[src/rtl/lut_sweep_pkg.sv]
// ----------------------------------------------------------------------------
// lut_sweep_pkg
// Shared definitions for the LUT truth-table sweeper: FSM state encoding and
// the default geometry of the neuron LUT under sweep.
// ----------------------------------------------------------------------------
package lut_sweep_pkg;

    localparam int DEF_IN_BITS  = 8;
    localparam int DEF_OUT_BITS = 1;
    localparam int DEF_WORD_W   = 32;

    typedef enum logic [1:0] {
        IDLE  = 2'd0,
        SWEEP = 2'd1,
        EMIT  = 2'd2,
        FIN   = 2'd3
    } state_e;

endpackage

[src/rtl/lut_truth_sweeper_if.sv]
// ----------------------------------------------------------------------------
// lut_truth_sweeper_if
// Valid/ready stream carrying packed truth-table words out of the sweeper.
//   m_valid : word available (master -> slave)
//   m_ready : downstream accepts the word (slave -> master)
//   m_data  : packed truth-table word, WORD_W bits
//   m_last  : final word of the sweep
// ----------------------------------------------------------------------------
interface lut_truth_sweeper_if
    import lut_sweep_pkg::*;
#(
    parameter int WORD_W = DEF_WORD_W
);
    logic              m_valid;
    logic              m_ready;
    logic [WORD_W-1:0] m_data;
    logic              m_last;

    modport master (output m_valid, output m_data, output m_last, input  m_ready);
    modport slave  (input  m_valid, input  m_data, input  m_last, output m_ready);
endinterface

[src/rtl/lut_sweep_delay.sv]
// ----------------------------------------------------------------------------
// lut_sweep_delay
// Valid pipeline matching the latency of the LUT under sweep, so each issued
// code is captured exactly DEPTH cycles later. DEPTH = 0 is a wire.
//   clk, rst_n : clock, asynchronous active-low reset
//   valid_i    : a code is being issued this cycle
//   valid_o    : the response to a code issued DEPTH cycles ago is present
// ----------------------------------------------------------------------------
module lut_sweep_delay #(
    parameter int DEPTH = 0
) (
    input  logic clk,
    input  logic rst_n,
    input  logic valid_i,
    output logic valid_o
);
    generate
        if (DEPTH == 0) begin : g_pass
            logic unused_clk_rst;
            assign unused_clk_rst = clk & rst_n;
            assign valid_o        = valid_i;
        end else begin : g_pipe
            logic [DEPTH-1:0] pipe_q;
            logic [DEPTH-1:0] pipe_d;

            // Shift form works for every DEPTH >= 1, including a single stage.
            always_comb begin
                pipe_d = (pipe_q << 1) | DEPTH'(valid_i);
            end

            always_ff @(posedge clk or negedge rst_n) begin
                if (!rst_n) pipe_q <= '0;
                else        pipe_q <= pipe_d;
            end

            assign valid_o = pipe_q[DEPTH-1];
        end
    endgenerate
endmodule

[src/rtl/lut_truth_sweeper.sv]
// ----------------------------------------------------------------------------
// lut_truth_sweeper
// Walks every input code of a neuron LUT, captures the responses and streams
// the resulting truth table out as packed WORD_W-bit words (lowest code in
// the LSBs of word 0).
//   clk, rst_n : clock, asynchronous active-low reset
//   start      : single-cycle sweep request, honoured only in IDLE
//   busy       : sweep in progress (SWEEP or EMIT)
//   done       : one-cycle pulse at the end of the sweep
//   lut_in     : code driven to the LUT
//   lut_out    : LUT response, LUT_LATENCY cycles behind lut_in
//   m          : packed-word stream (master side)
// ----------------------------------------------------------------------------
module lut_truth_sweeper
    import lut_sweep_pkg::*;
#(
    parameter int IN_BITS     = DEF_IN_BITS,
    parameter int OUT_BITS    = DEF_OUT_BITS,
    parameter int WORD_W      = DEF_WORD_W,
    parameter int LUT_LATENCY = 0
) (
    input  logic                clk,
    input  logic                rst_n,
    input  logic                start,
    output logic                busy,
    output logic                done,
    output logic [IN_BITS-1:0]  lut_in,
    input  logic [OUT_BITS-1:0] lut_out,
    lut_truth_sweeper_if.master m
);
    localparam int CODES     = 2 ** IN_BITS;
    localparam int CPW       = WORD_W / OUT_BITS;        // codes per word
    localparam int NUM_WORDS = CODES * OUT_BITS / WORD_W;
    // One spare bit so the count of issued codes can reach CODES itself.
    localparam int CNT_W     = $clog2(CODES) + 1;

    state_e             state_q,     state_d;
    logic [CNT_W-1:0]   issue_cnt_q, issue_cnt_d;
    logic [CNT_W-1:0]   cap_cnt_q,   cap_cnt_d;
    logic [CNT_W-1:0]   word_q,      word_d;
    logic [IN_BITS-1:0] lut_in_q,    lut_in_d;
    logic [WORD_W-1:0]  data_q,      data_d;

    logic             issue_en;
    logic             cap_en;
    logic             last_word;
    logic [CNT_W-1:0] word_end;   // total code count at the end of this word

    assign word_end  = (word_q + CNT_W'(1)) * CNT_W'(CPW);
    assign last_word = (word_q == CNT_W'(NUM_WORDS - 1));
    assign issue_en  = (state_q == SWEEP) && (issue_cnt_q != word_end);

    lut_sweep_delay #(
        .DEPTH (LUT_LATENCY)
    ) u_delay (
        .clk     (clk),
        .rst_n   (rst_n),
        .valid_i (issue_en),
        .valid_o (cap_en)
    );

    // NOTE: every signal gets its hold value first, so no path through the
    // case leaves one unassigned and no latch is inferred.
    always_comb begin
        state_d     = state_q;
        issue_cnt_d = issue_cnt_q;
        cap_cnt_d   = cap_cnt_q;
        word_d      = word_q;
        lut_in_d    = lut_in_q;
        data_d      = data_q;

        case (state_q)
            IDLE: begin
                if (start) begin
                    state_d     = SWEEP;
                    issue_cnt_d = '0;
                    cap_cnt_d   = '0;
                    word_d      = '0;
                    lut_in_d    = '0;
                end
            end

            SWEEP: begin
                if (issue_en) begin
                    issue_cnt_d = issue_cnt_q + CNT_W'(1);
                    // The last code of a word stays on lut_in through EMIT.
                    if ((issue_cnt_q + CNT_W'(1)) != word_end)
                        lut_in_d = lut_in_q + IN_BITS'(1);
                end
                if (cap_en) begin
                    cap_cnt_d = cap_cnt_q + CNT_W'(1);
                    // Shift in from the top: after CPW captures the first
                    // response sits in the LSBs.
                    data_d = (data_q >> OUT_BITS) |
                             (WORD_W'(lut_out) << (WORD_W - OUT_BITS));
                    if ((cap_cnt_q + CNT_W'(1)) == word_end)
                        state_d = EMIT;
                end
            end

            EMIT: begin
                if (m.m_ready) begin
                    if (last_word) begin
                        state_d = FIN;
                    end else begin
                        state_d  = SWEEP;
                        word_d   = word_q + CNT_W'(1);
                        lut_in_d = lut_in_q + IN_BITS'(1);
                    end
                end
            end

            FIN:     state_d = IDLE;
            default: state_d = IDLE;
        endcase
    end

    // NOTE: non-blocking assignments keep every register sampling the
    // pre-edge values; data_q is reset too so m_data reads zero after reset.
    always_ff @(posedge clk or negedge rst_n) begin
        if (!rst_n) begin
            state_q     <= IDLE;
            issue_cnt_q <= '0;
            cap_cnt_q   <= '0;
            word_q      <= '0;
            lut_in_q    <= '0;
            data_q      <= '0;
        end else begin
            state_q     <= state_d;
            issue_cnt_q <= issue_cnt_d;
            cap_cnt_q   <= cap_cnt_d;
            word_q      <= word_d;
            lut_in_q    <= lut_in_d;
            data_q      <= data_d;
        end
    end

    assign busy      = (state_q == SWEEP) || (state_q == EMIT);
    assign done      = (state_q == FIN);
    assign lut_in    = lut_in_q;
    assign m.m_valid = (state_q == EMIT);
    assign m.m_last  = (state_q == EMIT) && last_word;
    assign m.m_data  = data_q;
endmodule

[src/flat_wrapper.sv]
// flat-port wrapper written by rule: the top's interface ports become plain ports
module lut_truth_sweeper_flat import lut_sweep_pkg::*;
#(
    parameter int IN_BITS     = DEF_IN_BITS,
    parameter int OUT_BITS    = DEF_OUT_BITS,
    parameter int WORD_W      = DEF_WORD_W,
    parameter int LUT_LATENCY = 0
)
  (clk, rst_n, start, busy, done, lut_in, lut_out, m_m_valid, m_m_data, m_m_last, m_m_ready);
  lut_truth_sweeper_if #(.WORD_W(WORD_W)) m_i ();
  input  logic clk;
  input  logic rst_n;
  input  logic start;
  output logic busy;
  output logic done;
  output logic [IN_BITS-1:0] lut_in;
  input  logic [OUT_BITS-1:0] lut_out;
  output wire logic [$bits(m_i.m_valid)-1:0] m_m_valid;
  output wire logic [$bits(m_i.m_data)-1:0] m_m_data;
  output wire logic [$bits(m_i.m_last)-1:0] m_m_last;
  input wire logic [$bits(m_i.m_ready)-1:0] m_m_ready;
  assign m_m_valid = m_i.m_valid;
  assign m_m_data = m_i.m_data;
  assign m_m_last = m_i.m_last;
  assign m_i.m_ready = m_m_ready;
  lut_truth_sweeper #(.IN_BITS(IN_BITS), .OUT_BITS(OUT_BITS), .WORD_W(WORD_W), .LUT_LATENCY(LUT_LATENCY)) u_core (.clk(clk), .rst_n(rst_n), .start(start), .busy(busy), .done(done), .lut_in(lut_in), .lut_out(lut_out), .m(m_i));
endmodule
[config.mk]
export PLATFORM = sky130hd
export DESIGN_NAME = lut_truth_sweeper_flat
export DESIGN_NICKNAME = d
export VERILOG_FILES = /design/src/rtl/lut_sweep_pkg.sv /design/src/rtl/lut_truth_sweeper_if.sv /design/src/rtl/lut_sweep_delay.sv /design/src/rtl/lut_truth_sweeper.sv /design/src/flat_wrapper.sv
export SDC_FILE = /design/constraint.sdc
export NUM_CORES = 1
export LEC_CHECK = 0
export BUFFER_PORTS_ARGS = -buffer_cell sky130_fd_sc_hd__buf_2
export CORE_MARGIN = 2
export CORE_UTILIZATION = 30
export DETAILED_ROUTE_END_ITERATION = 12
export GPL_ROUTABILITY_DRIVEN = 0
export HOLD_SLACK_MARGIN = 0.02
export PLACE_DENSITY = 0.52
export REMOVE_ABC_BUFFERS = 1
export SLEW_MARGIN = 10
export SYNTH_ARGS = -nofsm -noshare
export SYNTH_HDL_FRONTEND = slang
export SYNTH_SLANG_ARGS = --single-unit
[constraint.sdc]
create_clock -name clk -period 7.74 [get_ports clk]
set_input_delay 0.387 -clock clk [delete_from_list [all_inputs] [get_ports clk]]
set_output_delay 0.387 -clock clk [all_outputs]
set_load 0.005 [all_outputs]
==> impl_results.html <==
<table>
<tr><th>Metric</th><th>Value</th></tr>
<tr><th colspan="2">Run status</th></tr>
<tr><td>Result of the run</td><td>completed</td></tr>
<tr><th colspan="2">Worst setup path</th></tr>
<tr><td>Worst Path Required</td><td>7.96 ns</td></tr>
<tr><td>Type of element launching the critical path</td><td>register</td></tr>
<tr><td>Worst setup path start</td><td>u_core.word_q[0]$_DFFE_PN0P_</td></tr>
<tr><td>Worst reg2reg path endpoint</td><td>u_core.state_q[0]$_DFFE_PN0P_</td></tr>
<tr><td>Critical path endpoint category</td><td>register</td></tr>
<tr><td>Critical path arrival</td><td>3.18 ns</td></tr>
<tr><td>Slack of the worst reg-to-reg path</td><td>4.78 ns</td></tr>
<tr><td>Maximum fanout along the worst path</td><td>11</td></tr>
<tr><td>Class of the most critical setup path</td><td>register to register</td></tr>
<tr><td>Number of cells traversed by the worst register-to-register path</td><td>7</td></tr>
<tr><td>Worst R2R Start</td><td>u_core.word_q[0]$_DFFE_PN0P_</td></tr>
<tr><th colspan="2">Route</th></tr>
<tr><td>Wire length on met2</td><td>3990 µm</td></tr>
<tr><td>DRC</td><td>0</td></tr>
<tr><td>Post-DRT Antenna Nets</td><td>0</td></tr>
<tr><td>Routed metal-1 wire length</td><td>3820 µm</td></tr>
<tr><td>DR vias/cell</td><td>5.14</td></tr>
<tr><td>Starting DRC count in detailed routing</td><td>226</td></tr>
<tr><td>WL/cell</td><td>14.7 µm</td></tr>
<tr><td>Post-detailed-routing wire length</td><td>8150 µm</td></tr>
<tr><td>Topmost layer with routed signal wires</td><td>met4</td></tr>
<tr><td>WL met3</td><td>229 µm</td></tr>
<tr><td>Number of vias in the routed layout</td><td>2844</td></tr>
<tr><td>First-pass DRT Iterations</td><td>4</td></tr>
<tr><th colspan="2">Place</th></tr>
<tr><td>HPWL reported at the end of detailed placement</td><td>5580 µm</td></tr>
<tr><td>Port Buffer Count</td><td>48</td></tr>
<tr><th colspan="2">Synth</th></tr>
<tr><td>Most repeated cell in the gate-level netlist after synthesis</td><td>sky130_fd_sc_hd__dfrtp_1</td></tr>
<tr><td>Cells after Synth</td><td>358</td></tr>
<tr><td>Synth Area in Compound Gates</td><td>13.2%</td></tr>
<tr><td>Dominant register cell in the synthesized netlist</td><td>sky130_fd_sc_hd__dfrtp_1</td></tr>
<tr><td>Mapped Area</td><td>3690 µm²</td></tr>
<tr><td>Most area-consuming cells after synthesis</td><td>sky130_fd_sc_hd__dfrtp_1 47%, sky130_fd_sc_hd__mux2_2 9.8%, sky130_fd_sc_hd__nand2_1 3.5%, sky130_fd_sc_hd__ha_1 3.0%, sky130_fd_sc_hd__o21ai_0 3.0%</td></tr>
<tr><td>Post-synthesis async set-or-reset flop share</td><td>100%</td></tr>
<tr><td>Post-synthesis average cell area</td><td>10.3 µm²</td></tr>
<tr><td>XOR/XNOR share of the synthesized area</td><td>4.77%</td></tr>
<tr><td>Cell variety after synth</td><td>54</td></tr>
<tr><td>Share of Yosys cell area claimed by the top area cell type</td><td>46.7%</td></tr>
<tr><td>Yosys top cell by area</td><td>sky130_fd_sc_hd__dfrtp_1</td></tr>
<tr><td>Dominant combinational cell family by area after synthesis</td><td>simple AND/OR/NAND/NOR gates</td></tr>
<tr><td>Adder and majority cell fraction of the synthesized area</td><td>3.05%</td></tr>
<tr><td>Sequential cell area fraction in the yosys report</td><td>46.7%</td></tr>
<tr><td>Post-synthesis mux area share</td><td>10.8%</td></tr>
<tr><td>Synth Area in Simple Gates</td><td>17.5%</td></tr>
<tr><td>Count of flip-flops with a built-in enable after synthesis</td><td>0</td></tr>
<tr><td>Number of synthesized register bits</td><td>69</td></tr>
<tr><td>Synth warn</td><td>0</td></tr>
<tr><td>Most frequent cells after synthesis</td><td>69 x sky130_fd_sc_hd__dfrtp_1, 34 x sky130_fd_sc_hd__nand2_1, 32 x sky130_fd_sc_hd__mux2_2</td></tr>
<tr><th colspan="2">Global route</th></tr>
<tr><td>Number of global-route vias before repair</td><td>2600</td></tr>
<tr><td>Congestion Overflow GR</td><td>0</td></tr>
<tr><td>Global router's overall resource usage</td><td>12.6%</td></tr>
<tr><td>Global-route wire length before repair</td><td>13300 µm</td></tr>
<tr><td>Initial antenna violation count</td><td>0</td></tr>
<tr><td>Maximum number of pins on one net before global-route repair</td><td>70</td></tr>
<tr><th colspan="2">Layout</th></tr>
<tr><td>Antenna cells</td><td>0</td></tr>
<tr><td>Area growth from synthesis to layout</td><td>18.3%</td></tr>
<tr><td>Multi-input logic area</td><td>1830 µm²</td></tr>
<tr><td>Flip-flop and latch area</td><td>1730 µm²</td></tr>
<tr><td>Core utilization of the finished layout</td><td>36.4%</td></tr>
<tr><td>Share of layout cells above drive strength 1</td><td>26.6%</td></tr>
<tr><td>Number of nets in the final layout</td><td>415</td></tr>
<tr><td>Count of filler cells inserted in the layout</td><td>1203</td></tr>
<tr><th colspan="2">Power</th></tr>
<tr><td>Power per unit of standard cell area</td><td>405 nW/µm²</td></tr>
<tr><td>Worst voltage drop across the vdd grid</td><td>124 µV</td></tr>
<tr><td>Post-layout power</td><td>1.77 mW</td></tr>
<tr><td>Standby leakage power</td><td>2.01 nW</td></tr>
<tr><th colspan="2">Clock tree</th></tr>
<tr><td>TritonCTS Buffers</td><td>9</td></tr>
<tr><td>Library cell used as clock root buffer</td><td>sky130_fd_sc_hd__clkbuf_16</td></tr>
<tr><td>Post-CTS setup-driven buffer insertion count</td><td>0</td></tr>
<tr><td>CTS Hold Bufs</td><td>0</td></tr>
<tr><td>Resized Gates After CTS</td><td>0</td></tr>
<tr><td>Later-pin clock latency in the skew report</td><td>0.33 ns</td></tr>
<tr><td>Register clock-pin slew on the reported worst setup and hold paths</td><td>0.06 ns</td></tr>
<tr><td>Worst-case clock buffer depth</td><td>2</td></tr>
<tr><td>H-tree depth</td><td>3</td></tr>
<tr><td>TritonCTS clock tree</td><td>yes</td></tr>
<tr><td>Num Clock Sinks</td><td>69</td></tr>
<tr><th colspan="2">Die</th></tr>
<tr><td>Total number of placement rows</td><td>40</td></tr>
<tr><td>Die width</td><td>115 µm</td></tr>
<tr><td>Floorplan Core Area</td><td>12000 µm²</td></tr>
<tr><td>Io pins</td><td>49</td></tr>
<tr><td>Starting density of the core</td><td>30.8%</td></tr>
<tr><td>Vertical die dimension</td><td>115 µm</td></tr>
<tr><td>Die Footprint</td><td>13200 µm²</td></tr>
<tr><th colspan="2">Timing</th></tr>
<tr><td>Max-slew violation count</td><td>0</td></tr>
<tr><td>Headroom to the max-slew limit</td><td>30.3%</td></tr>
<tr><td>Clock tree skew after final layout</td><td>0.00598 ns</td></tr>
<tr><td>Slew at the pin with the worst max-slew slack</td><td>1.04 ns</td></tr>
<tr><td>RSZ-0062 raised after global routing</td><td>false</td></tr>
<tr><td>Setup-violating endpoint count in the final report</td><td>0</td></tr>
<tr><td>Endpoints failing hold</td><td>0</td></tr>
<tr><td>Final critical-path share of the clock period</td><td>38.3%</td></tr>
<tr><td>Final critical delay including setup and external delays</td><td>2.96 ns</td></tr>
<tr><td>FMAX</td><td>338 MHz</td></tr>
<tr><td>Total negative slack for setup checks</td><td>0 ns</td></tr>
<tr><th colspan="2">Hold path</th></tr>
<tr><td>Worst hold-check path type</td><td>primary input to async pin</td></tr>
<tr><th colspan="2">Flow run</th></tr>
<tr><td>Maxcap violations</td><td>0</td></tr>
</table>
-- metal layers --
metal	up-vias	global-route usage [%]
li1	1378	-
met2	51	20.4
met3	7	2.85
met4	0	4.18
met5	-	0
met1	1408	16.7
-- worst max-delay path: stages (launching register included) --
cell                       delay (ns)
sky130_fd_sc_hd__dfrtp_1         0.60
sky130_fd_sc_hd__ha_1            0.34
sky130_fd_sc_hd__xor2_1          0.18
sky130_fd_sc_hd__or3_4           0.42
sky130_fd_sc_hd__or4b_4          0.58
sky130_fd_sc_hd__a21boi_0        0.22
sky130_fd_sc_hd__a21o_1          0.25
sky130_fd_sc_hd__a211oi_1        0.27
-- cells by family (layout without fill, tap and decap cells) --
kind of cell             Yosys count  after routing
multiplexers                      36             36
flip-flops                        69             69
XOR/XNOR                          16             16
buffers and inverters             32             80
AND/OR/NAND/NOR                  125            125
AO/OA/AOI/OAI                     71             71
adder cells (fa/ha/maj)            9              9
-- worst max-delay path by stage --
stage                                                  to  slack [ns]  depth (start not counted)
after global placement       u_core.lut_in[7]$_DFFE_PN0P_        4.81                          7
final                       u_core.state_q[0]$_DFFE_PN0P_        4.78                          7
after detailed placement     u_core.lut_in[7]$_DFFE_PN0P_        4.80                          7
after CTS                    u_core.lut_in[7]$_DFFE_PN0P_        4.79                          7
after global routing         u_core.word_q[6]$_DFFE_PN0P_        4.59                          8
after floorplan           u_core.cap_cnt_q[8]$_DFFE_PN0P_        4.83                          8
-- final cells by class --
class | instances | share of cell area (%)
Clock buffer | 9 | 5.15
Clock inverter | 7 | 2.23
Inverter | 13 | 1.12
Multi-Input combinational cell | 257 | 41.8
Sequential cell | 69 | 39.5
Tap cell | 147 | 4.21
Timing Repair Buffer | 51 | 6.01
-- power breakdown --
group / switching [mW] / internal (mW) / total (mW)
clock: 0.159 / 0.283 / 0.442
combinational: 0.380 / 0.349 / 0.729
sequential: 0.113 / 0.488 / 0.600
-- cell usage in the layout, fill, tap and decap left out, types with 3 or more instances in the layout --
master / netlist / layout
sky130_fd_sc_hd__a21o_1: 6 / 6
sky130_fd_sc_hd__nand4_1: 5 / 5
sky130_fd_sc_hd__nand2b_1: 4 / 4
sky130_fd_sc_hd__xnor2_1: 11 / 11
sky130_fd_sc_hd__a32o_1: 4 / 4
sky130_fd_sc_hd__nand2_1: 34 / 34
sky130_fd_sc_hd__dfrtp_1: 69 / 69
sky130_fd_sc_hd__clkbuf_16: 0 / 9
sky130_fd_sc_hd__mux2i_1: 4 / 4
sky130_fd_sc_hd__nor3_1: 14 / 14
sky130_fd_sc_hd__a21oi_1: 8 / 8
sky130_fd_sc_hd__mux2_2: 32 / 32
sky130_fd_sc_hd__nand3_1: 20 / 20
sky130_fd_sc_hd__o21ai_0: 22 / 22
sky130_fd_sc_hd__a22o_1: 7 / 7
sky130_fd_sc_hd__nor2b_1: 3 / 3
sky130_fd_sc_hd__inv_1: 13 / 13
sky130_fd_sc_hd__buf_2: 0 / 48
sky130_fd_sc_hd__ha_1: 9 / 9
sky130_fd_sc_hd__a211oi_1: 4 / 4
sky130_fd_sc_hd__nor2_1: 18 / 18
sky130_fd_sc_hd__o2111ai_1: 3 / 3
sky130_fd_sc_hd__and3_1: 10 / 10
sky130_fd_sc_hd__buf_4: 0 / 3
sky130_fd_sc_hd__a21boi_0: 3 / 3
-- per-stage QoR --
stage	setup slack [ns]	instance area [µm²]	hold slack (ns)	std cells
4_1_cts	4.79	4370	0.281	553
2_1_floorplan	4.83	3600	0.0914	339
3_3_place_gp	4.81	4050	0.490	537
5_1_grt	4.59	4370	0.290	553
6_report	4.78	4370	0.254	553
3_5_place_dp	4.80	4050	0.497	537
-- state kept, by name (all words and copies together), names as in the netlist --
signal and flops:
u_core.m.m_data 32, u_core.cap_cnt_q 9, u_core.issue_cnt_q 9, u_core.word_q 9, u_core.lut_in 8, u_core.state_q 2
(Power assumes the default switching activity.)
